[src/rtl/fetch_stage.sv]
`default_nettype none
// ============================================================================
// Module   : fetch_stage
// Brief    : Program counter and IF/ID register with redirect, halt and range
//            flagging. Define FETCH_PERF_CNT_EN to add fetch/bubble counters.
// Revision : 1.0
// ============================================================================
module fetch_stage #(
    parameter logic [15:0] RESET_PC    = 16'h0000,
    parameter int          PC_STEP     = 2,
    parameter int          IMEM_BYTES  = 512,
    parameter logic [5:0]  HALT_OPCODE = 6'h3F
) (
    input  logic        clk,
    input  logic        rst_n,
    output logic [15:0] imem_pc,
    input  logic [31:0] imem_instr,
    input  logic        redirect,
    input  logic [15:0] redirect_pc,
    input  logic        id_ready,
    output logic        id_valid,
    output logic [31:0] id_instr,
    output logic [15:0] id_pc,
    output logic        halted,
    output logic        pc_range_err
`ifdef FETCH_PERF_CNT_EN
    ,
    output logic [15:0] fetch_count,
    output logic [15:0] bubble_count
`endif
);

    localparam logic [15:0] c_pc_step     = 16'(PC_STEP);
    localparam logic [16:0] c_imem_limit  = 17'(IMEM_BYTES);

    typedef enum logic [0:0] {
        ST_RUN    = 1'b0,
        ST_HALTED = 1'b1
    } state_t;

    state_t      r_state;
    state_t      w_state_next;
    logic [15:0] r_pc;
    logic        r_id_valid;
    logic [31:0] r_id_instr;
    logic [15:0] r_id_pc;
    logic        r_range_err;

    logic        w_capture;
    logic        w_is_halt;
    logic        w_out_of_range;
    logic [15:0] w_redirect_target;

    assign w_capture         = (r_state == ST_RUN) && !redirect && (!r_id_valid || id_ready);
    assign w_is_halt         = (imem_instr[31:26] == HALT_OPCODE);
    assign w_out_of_range    = ({1'b0, r_pc} >= c_imem_limit);
    assign w_redirect_target = redirect_pc & 16'hFFFE;

    always_ff @(posedge clk or negedge rst_n) begin
        if (!rst_n) begin
            r_state <= ST_RUN;
        end else begin
            r_state <= w_state_next;
        end
    end

    always_comb begin
        w_state_next = r_state;
        case (r_state)
            ST_RUN: begin
                if (!redirect && w_capture && w_is_halt) begin
                    w_state_next = ST_HALTED;
                end
            end
            ST_HALTED: begin
                if (redirect) begin
                    w_state_next = ST_RUN;
                end
            end
            default: w_state_next = ST_RUN;
        endcase
    end

    // Redirect wins over capture; the instruction on imem_instr that cycle is dropped.
    always_ff @(posedge clk or negedge rst_n) begin
        if (!rst_n) begin
            r_pc        <= RESET_PC;
            r_id_valid  <= 1'b0;
            r_id_instr  <= 32'h0;
            r_id_pc     <= 16'h0;
            r_range_err <= 1'b0;
        end else if (redirect) begin
            r_pc       <= w_redirect_target;
            r_id_valid <= 1'b0;
        end else if (w_capture) begin
            r_id_instr <= imem_instr;
            r_id_pc    <= r_pc;
            r_id_valid <= 1'b1;
            if (!w_is_halt) begin
                r_pc <= r_pc + c_pc_step;
            end
            if (w_out_of_range) begin
                r_range_err <= 1'b1;
            end
        end else if ((r_state == ST_HALTED) && id_ready) begin
            r_id_valid <= 1'b0;
        end
    end

`ifdef FETCH_PERF_CNT_EN
    logic [15:0] r_fetch_count;
    logic [15:0] r_bubble_count;
    logic        w_bubble;

    assign w_bubble = redirect || ((r_state == ST_RUN) && !r_id_valid && !w_capture);

    always_ff @(posedge clk or negedge rst_n) begin
        if (!rst_n) begin
            r_fetch_count  <= 16'h0;
            r_bubble_count <= 16'h0;
        end else begin
            if (w_capture && (r_fetch_count != 16'hFFFF)) begin
                r_fetch_count <= r_fetch_count + 16'd1;
            end
            if (w_bubble && (r_bubble_count != 16'hFFFF)) begin
                r_bubble_count <= r_bubble_count + 16'd1;
            end
        end
    end

    assign fetch_count  = r_fetch_count;
    assign bubble_count = r_bubble_count;
`else
    // Counters are absent in this build.
`endif

    assign imem_pc      = r_pc;
    assign id_valid     = r_id_valid;
    assign id_instr     = r_id_instr;
    assign id_pc        = r_id_pc;
    assign halted       = (r_state == ST_HALTED);
    assign pc_range_err = r_range_err;

endmodule
`default_nettype wire

[config.mk]
export PLATFORM = sky130hd
export DESIGN_NAME = fetch_stage
export DESIGN_NICKNAME = d
export VERILOG_FILES = /design/src/rtl/fetch_stage.sv
export SDC_FILE = /design/constraint.sdc
export NUM_CORES = 1
export LEC_CHECK = 0
export ABC_CLOCK_PERIOD_IN_PS = 2300
export CORE_MARGIN = 8
export CORE_UTILIZATION = 43
export DETAILED_ROUTE_END_ITERATION = 7
export MAX_ROUTING_LAYER = met4
export PLACE_DENSITY_LB_ADDON = 0.12
export SYNTH_ARGS = -nofsm -noshare
export SYNTH_HDL_FRONTEND = slang
export SYNTH_SLANG_ARGS = --single-unit
[constraint.sdc]
create_clock -name clk -period 2.3 [get_ports clk]
set_clock_uncertainty 0.15 [all_clocks]
set_input_delay 0.46 -clock clk [delete_from_list [all_inputs] [get_ports clk]]
set_output_delay 0.46 -clock clk [all_outputs]
set_load 0.02 [all_outputs]
== Word level (Yosys, flattened, before mapping) ==
Index checks and enable logic that the tools add are counted.
Cells by class
  add/subtract/negate cells: 1
  order comparisons: 1
  eq/ne operators: 2
  mux-type cells: 9
  bitwise logic cells: 2
  reductions and logical operators: 13
Operators with widths (count)
  16-bit 2-to-1 mux: 3
  16-bit by 2-bit adder with 16-bit output, second input constant: 1
  16-bit by 10-bit greater-or-equal comparator with 1-bit output, second input constant: 1
  6-bit == test, second input constant: 1
  1-bit logical AND: 5
  1-bit 2-to-1 mux: 5
  2-bit AND reduction: 2
  3-bit AND reduction: 1
  3-bit nonzero test: 1
  1-bit logical NOT: 2
  2-bit != test, second input constant: 1
  1-bit NOT: 2
  1-bit case mux with 2 select lines: 1
  2-bit nonzero test: 1
  1-bit logical OR: 1
Storage, ports and cells
  flip-flop bits (word level): 67
  input bits: 52

== Logic depth before layout (Yosys ltp) ==
  depth in word-level cells: 7
  gate-level depth with buffers: 6

== Least setup slack after synthesis ==
OpenSTA, ideal clock, no wires.
  kind: flip-flop to flip-flop
  from: register r_id_valid, in the netlist id_valid
  to: register r_id_instr[0], in the netlist id_instr[0]
  setup time: 0.125 ns
  arrival: 1.634 ns
  data required time: 2.025 ns
  setup slack: 0.392 ns
  cell stages (with the launch flop): 6
  path buffers: 2
  period minus slack after synthesis: 1.908 ns
  cells stage by stage: dfrtp_1 or2b_2 nand2_1 buf_2 buf_2 mux2_2
On the way
  cells in the longest elaborated chain, start to end: 4
RTL lines
  from (decl): line 44  | logic r_id_valid;
  from (signal assigned): line 88  | r_id_valid <= 1'b0;
  from (signal assigned): line 94  | r_id_valid <= 1'b0;
  from (signal assigned): line 98  | r_id_valid <= 1'b1;
  1-bit logical NOT: line 54  | assign w_capture = (r_state == ST_RUN) && !redirect && (!r_id_valid || id_ready);
  1-bit logical OR: line 54
  1-bit logical AND: line 54
  2-bit AND reduction (no line)
  to (signal assigned): line 96  | r_id_instr <= imem_instr;
  to (decl): line 45  | logic [31:0] r_id_instr;
Every way passes these cells.
A chain may end at the register's enable or synchronous reset.

== Worst setup path in the final report ==
  from: register r_pc[7], in the netlist imem_pc[7]
  to: output port imem_pc[7]
RTL lines
  from (decl): line 43  | logic [15:0] r_pc;
  from (signal assigned): line 93  | r_pc <= w_redirect_target;
  from (signal assigned): line 100  | r_pc <= r_pc + c_pc_step;
  to (decl): line 16  | output logic [15:0] imem_pc,
No word-level cell between the ends.

==> impl_metrics.csv <==
group,metric,value,unit
outcome,outcome,"complete, no violations",
clock_network,cts_resized,0,
logic_synthesis,synth_area_leaders,"dfrtp_1, mux2_2, nand2_1, or4_1, a221o_1",
layout,final_core_util,67.6,%
logic_synthesis,synthSimpleGateAreaFrac,10.9,%
placed_design,io_buffer_count,115,
global_routing,groute.usage.overall,15.7,%
logic_synthesis,synth_compound_area_share,7.23,%
placed_design,hpwl,5300,µm
floorplan,io_pins,119,
power_and_ir_drop,power_frac_seq,45.3,%
clock_network,clk_latency,0.34,ns
global_routing,grt_pass1_wl,11800,µm
worst_setup_path,reg2reg_to,"imem_pc[15]$_DFFE_PN0P_",
placed_design,place_area,4150,µm²
hold_path,hold_start,"pc_range_err$_DFFE_PN0P_",
logic_synthesis,synth_mux_area_share,20.0,%
power_and_ir_drop,internal-power,2.18,mW
worst_setup_path,cp.buffers_inverters,1,
drt,ant_nets,0,
worst_setup_path,arrival,1.52,ns
sta,rsz0062_at_grt,"false",
clock_network,clockBufferDepth,2,
logic_synthesis,ys.flop_type,"dfrtp_1",
sta,max_freq,470,MHz
logic_synthesis,ys_ff_latch,65,
sta,finalSetupViolCount,0,
worst_setup_path,r2r_slack,0.37,ns
worst_setup_path,slowest_delay,0.68,ns
logic_synthesis,synth.avg_cell_area,13.2,µm²
clock_network,cts_tree,"done",
placed_design,place_congestion,0.779,
global_routing,grt_pass1_vias,2333,
flow_run,cap_violations,0,
power_and_ir_drop,peakVddDrop,0.437,mV
power_and_ir_drop,p_switching,0.941,mW
drt,vias,2218,
power_and_ir_drop,p_total,3.12,mW
logic_synthesis,synth.yosys.seq_area_share,57.0,%
clock_network,htreeDepth,3,
hold_path,hold_path_depth,1,
clock_network,cts_setup_buffers,0,
logic_synthesis,yosysUniqueCellTypes,41,
layout,fin_cells,422,
layout,drive_gt1_share,23.5,%
power_and_ir_drop,leakagePower,1.76,nW
logic_synthesis,syn_area,2860,µm²
layout,nets,395,
drt,drc,0,
hold_path,hold_class,"flop to flop",
clock_network,ctsHoldBuffers,1,
sta,setup_tns,0,ns
logic_synthesis,synth_top_family_by_area,"multiplexers",
worst_setup_path,r2r-start,"imem_pc[1]$_DFFE_PN0P_",
clock_network,clk_pin_slew,0.07,ns
logic_synthesis,async_flop_share,100,%
floorplan,die_x,97.5,µm
floorplan,core-area,6390,µm²
logic_synthesis,synthCells,216,
clock_network,numCtsBuffers,9,
floorplan,die_h,97.5,µm
worst_setup_path,required,1.69,ns
floorplan,start_util,44.7,%
logic_synthesis,yosysTopAreaCell,"dfrtp_1",
sta,finalCritPeriodShare,92.6,%
power_and_ir_drop,pwr-share-comb,29.6,%
power_and_ir_drop,clkPwrFrac,25.1,%
layout,antenna_cells,0,
worst_setup_path,crit_path_cell_trace,"clkdlybuf4s50_1",
logic_synthesis,synth_enable_flop_cells,0,
global_routing,grt_overflow_total,0,
power_and_ir_drop,switching_share,30.1,%
worst_setup_path,start_kind,"flop",
worst_setup_path,r2r_cells,5,
layout,fill_cells,487,
global_routing,antenna_found_initial,0,
worst_setup_path,cp_slowest_cell,"clkdlybuf4s50_1",
logic_synthesis,synth_warnings,0,
logic_synthesis,synth_common_cells,"dfrtp_1, mux2_2, nand2_1",
drt,drtPass1Iterations,4,
worst_setup_path,critical_path_class,"flop to output pin",
worst_setup_path,endpoint_kind,"output pin",
logic_synthesis,synthAdderAreaFrac,0.438,%
power_and_ir_drop,p_per_area,724,nW/µm²
drt,wl_per_cell,17.1,µm
clock_network,clock_sinks,65,
sta,final_max_slew_viol_count,0,
global_routing,grt_max_degree,66,
clock_network,cts_root_buf,"clkbuf_8",
floorplan,die-area,9500,µm²
hold_path,min_to,"pc_range_err$_DFFE_PN0P_",
drt,wirelength,7220,µm
logic_synthesis,yosysMostFrequentCell,"dfrtp_1",
logic_synthesis,yosys.area.top_type_share,57.0,%
layout,design_area,4310,µm²
drt,vias_per_cell,5.26,
layout,synthToLayoutAreaGrowth,51.1,%
sta,min_period,2.13,ns
placed_design,dp.cells,407,
sta,hold_viol_final,0,
worst_setup_path,crit_family,"buffers and inverters",
drt,dr.first_iter.drc_count,64,
floorplan,row_count,29,
logic_synthesis,synth_xor_area_share,0.613,%
worst_setup_path,path_max_fanout,9,
state kept, by name, summed over array words and instances, names as in the netlist:
name,count
id_instr,32
id_pc,15
imem_pc,15
halted,1
id_valid,1
pc_range_err,1
final cells by class:
cell class                 count  area, µm²  area share (%)
multi-input combinational    137       1130            26.2
inverter                       1       3.75          0.0870
clock buffer                  10        128            2.96
tap                           77       96.3            2.23
timing repair buffer         128       1310            30.3
clock inverter                 4       22.5           0.522
sequential                    65       1630            37.7
cell usage in the layout (no fill, tap or decap), types with 2 or more instances in the layout:
master,n
xor2_1,2
nor4_1,2
o21ai_0,3
nor2_1,6
nand3_1,5
clkinv_2,3
clkbuf_8,9
o311ai_0,2
dfrtp_1,65
buf_12,5
nand4_1,4
and2_1,2
buf_4,7
nor3_1,6
a21oi_1,2
mux2_2,49
o31ai_1,3
conb_1,2
a211o_1,2
nand2_1,13
a221o_1,4
or2_1,2
mux2i_1,2
or4_1,6
a31oi_1,3
and4_1,3
clkdlybuf4s50_1,114
cell families (layout without fill, tap and decap cells):
logic type | count (synthesis) | count (layout)
buf+inv | 15 | 143
xor+xnor | 2 | 2
flops | 65 | 65
compound gates | 26 | 26
fa+ha+maj | 1 | 1
other cells | 1 | 2
mux | 51 | 51
simple gates | 55 | 55
metal layers:
metal  share of wire, %  routed length, µm  vias up  track usage [%]
met5                  0                  0        -                -
met4                1.7                123        0             6.99
met3                6.6                476       11             5.19
met2                 45               3220       88             22.8
met1                 47               3390     1077             19.4
li1                   -                  -     1042                -
metrics by stage:
| stage | hold WS, ns | setup WS (ns) |
|---|---|---|
| final | 0.329 | 0.171 |
| after global routing | 0.365 | 0.0934 |
| after CTS | 0.331 | 0.147 |
| after detailed placement | 0.312 | -0.0844 |
| after global placement | 0.308 | -0.0656 |
| after floorplan | 0.0144 | 0.392 |
power groups by stage:
stage / Combinational [mW] / Sequential [mW] / Clock, mW
finish: 0.925 / 1.41 / 0.784
global route: 0.980 / 1.44 / 0.860
detailed placement: 0.936 / 1.43 / 0
global placement: 0.928 / 1.42 / 0
floorplan: 0.239 / 1.61 / 0
CTS: 0.941 / 1.41 / 0.812
worst max-delay path by stage:
| stage | startpoint | endpoint | slack, ns | depth (start not counted) |
|---|---|---|---|---|
| 6_report | imem_pc[7]$_DFFE_PN0P_ | imem_pc[7] | 0.17 | 1 |
| 5_1_grt | imem_pc[6]$_DFFE_PN0P_ | imem_pc[6] | 0.09 | 1 |
| 4_1_cts | imem_pc[6]$_DFFE_PN0P_ | imem_pc[6] | 0.15 | 1 |
| 3_5_place_dp | imem_instr[30] | imem_pc[7]$_DFFE_PN0P_ | -0.08 | 6 |
| 3_3_place_gp | imem_instr[30] | imem_pc[15]$_DFFE_PN0P_ | -0.07 | 6 |
| 2_1_floorplan | id_valid$_DFFE_PN0P_ | id_instr[0]$_DFFE_PN0P_ | 0.39 | 5 |
(Power assumes the default switching activity.)
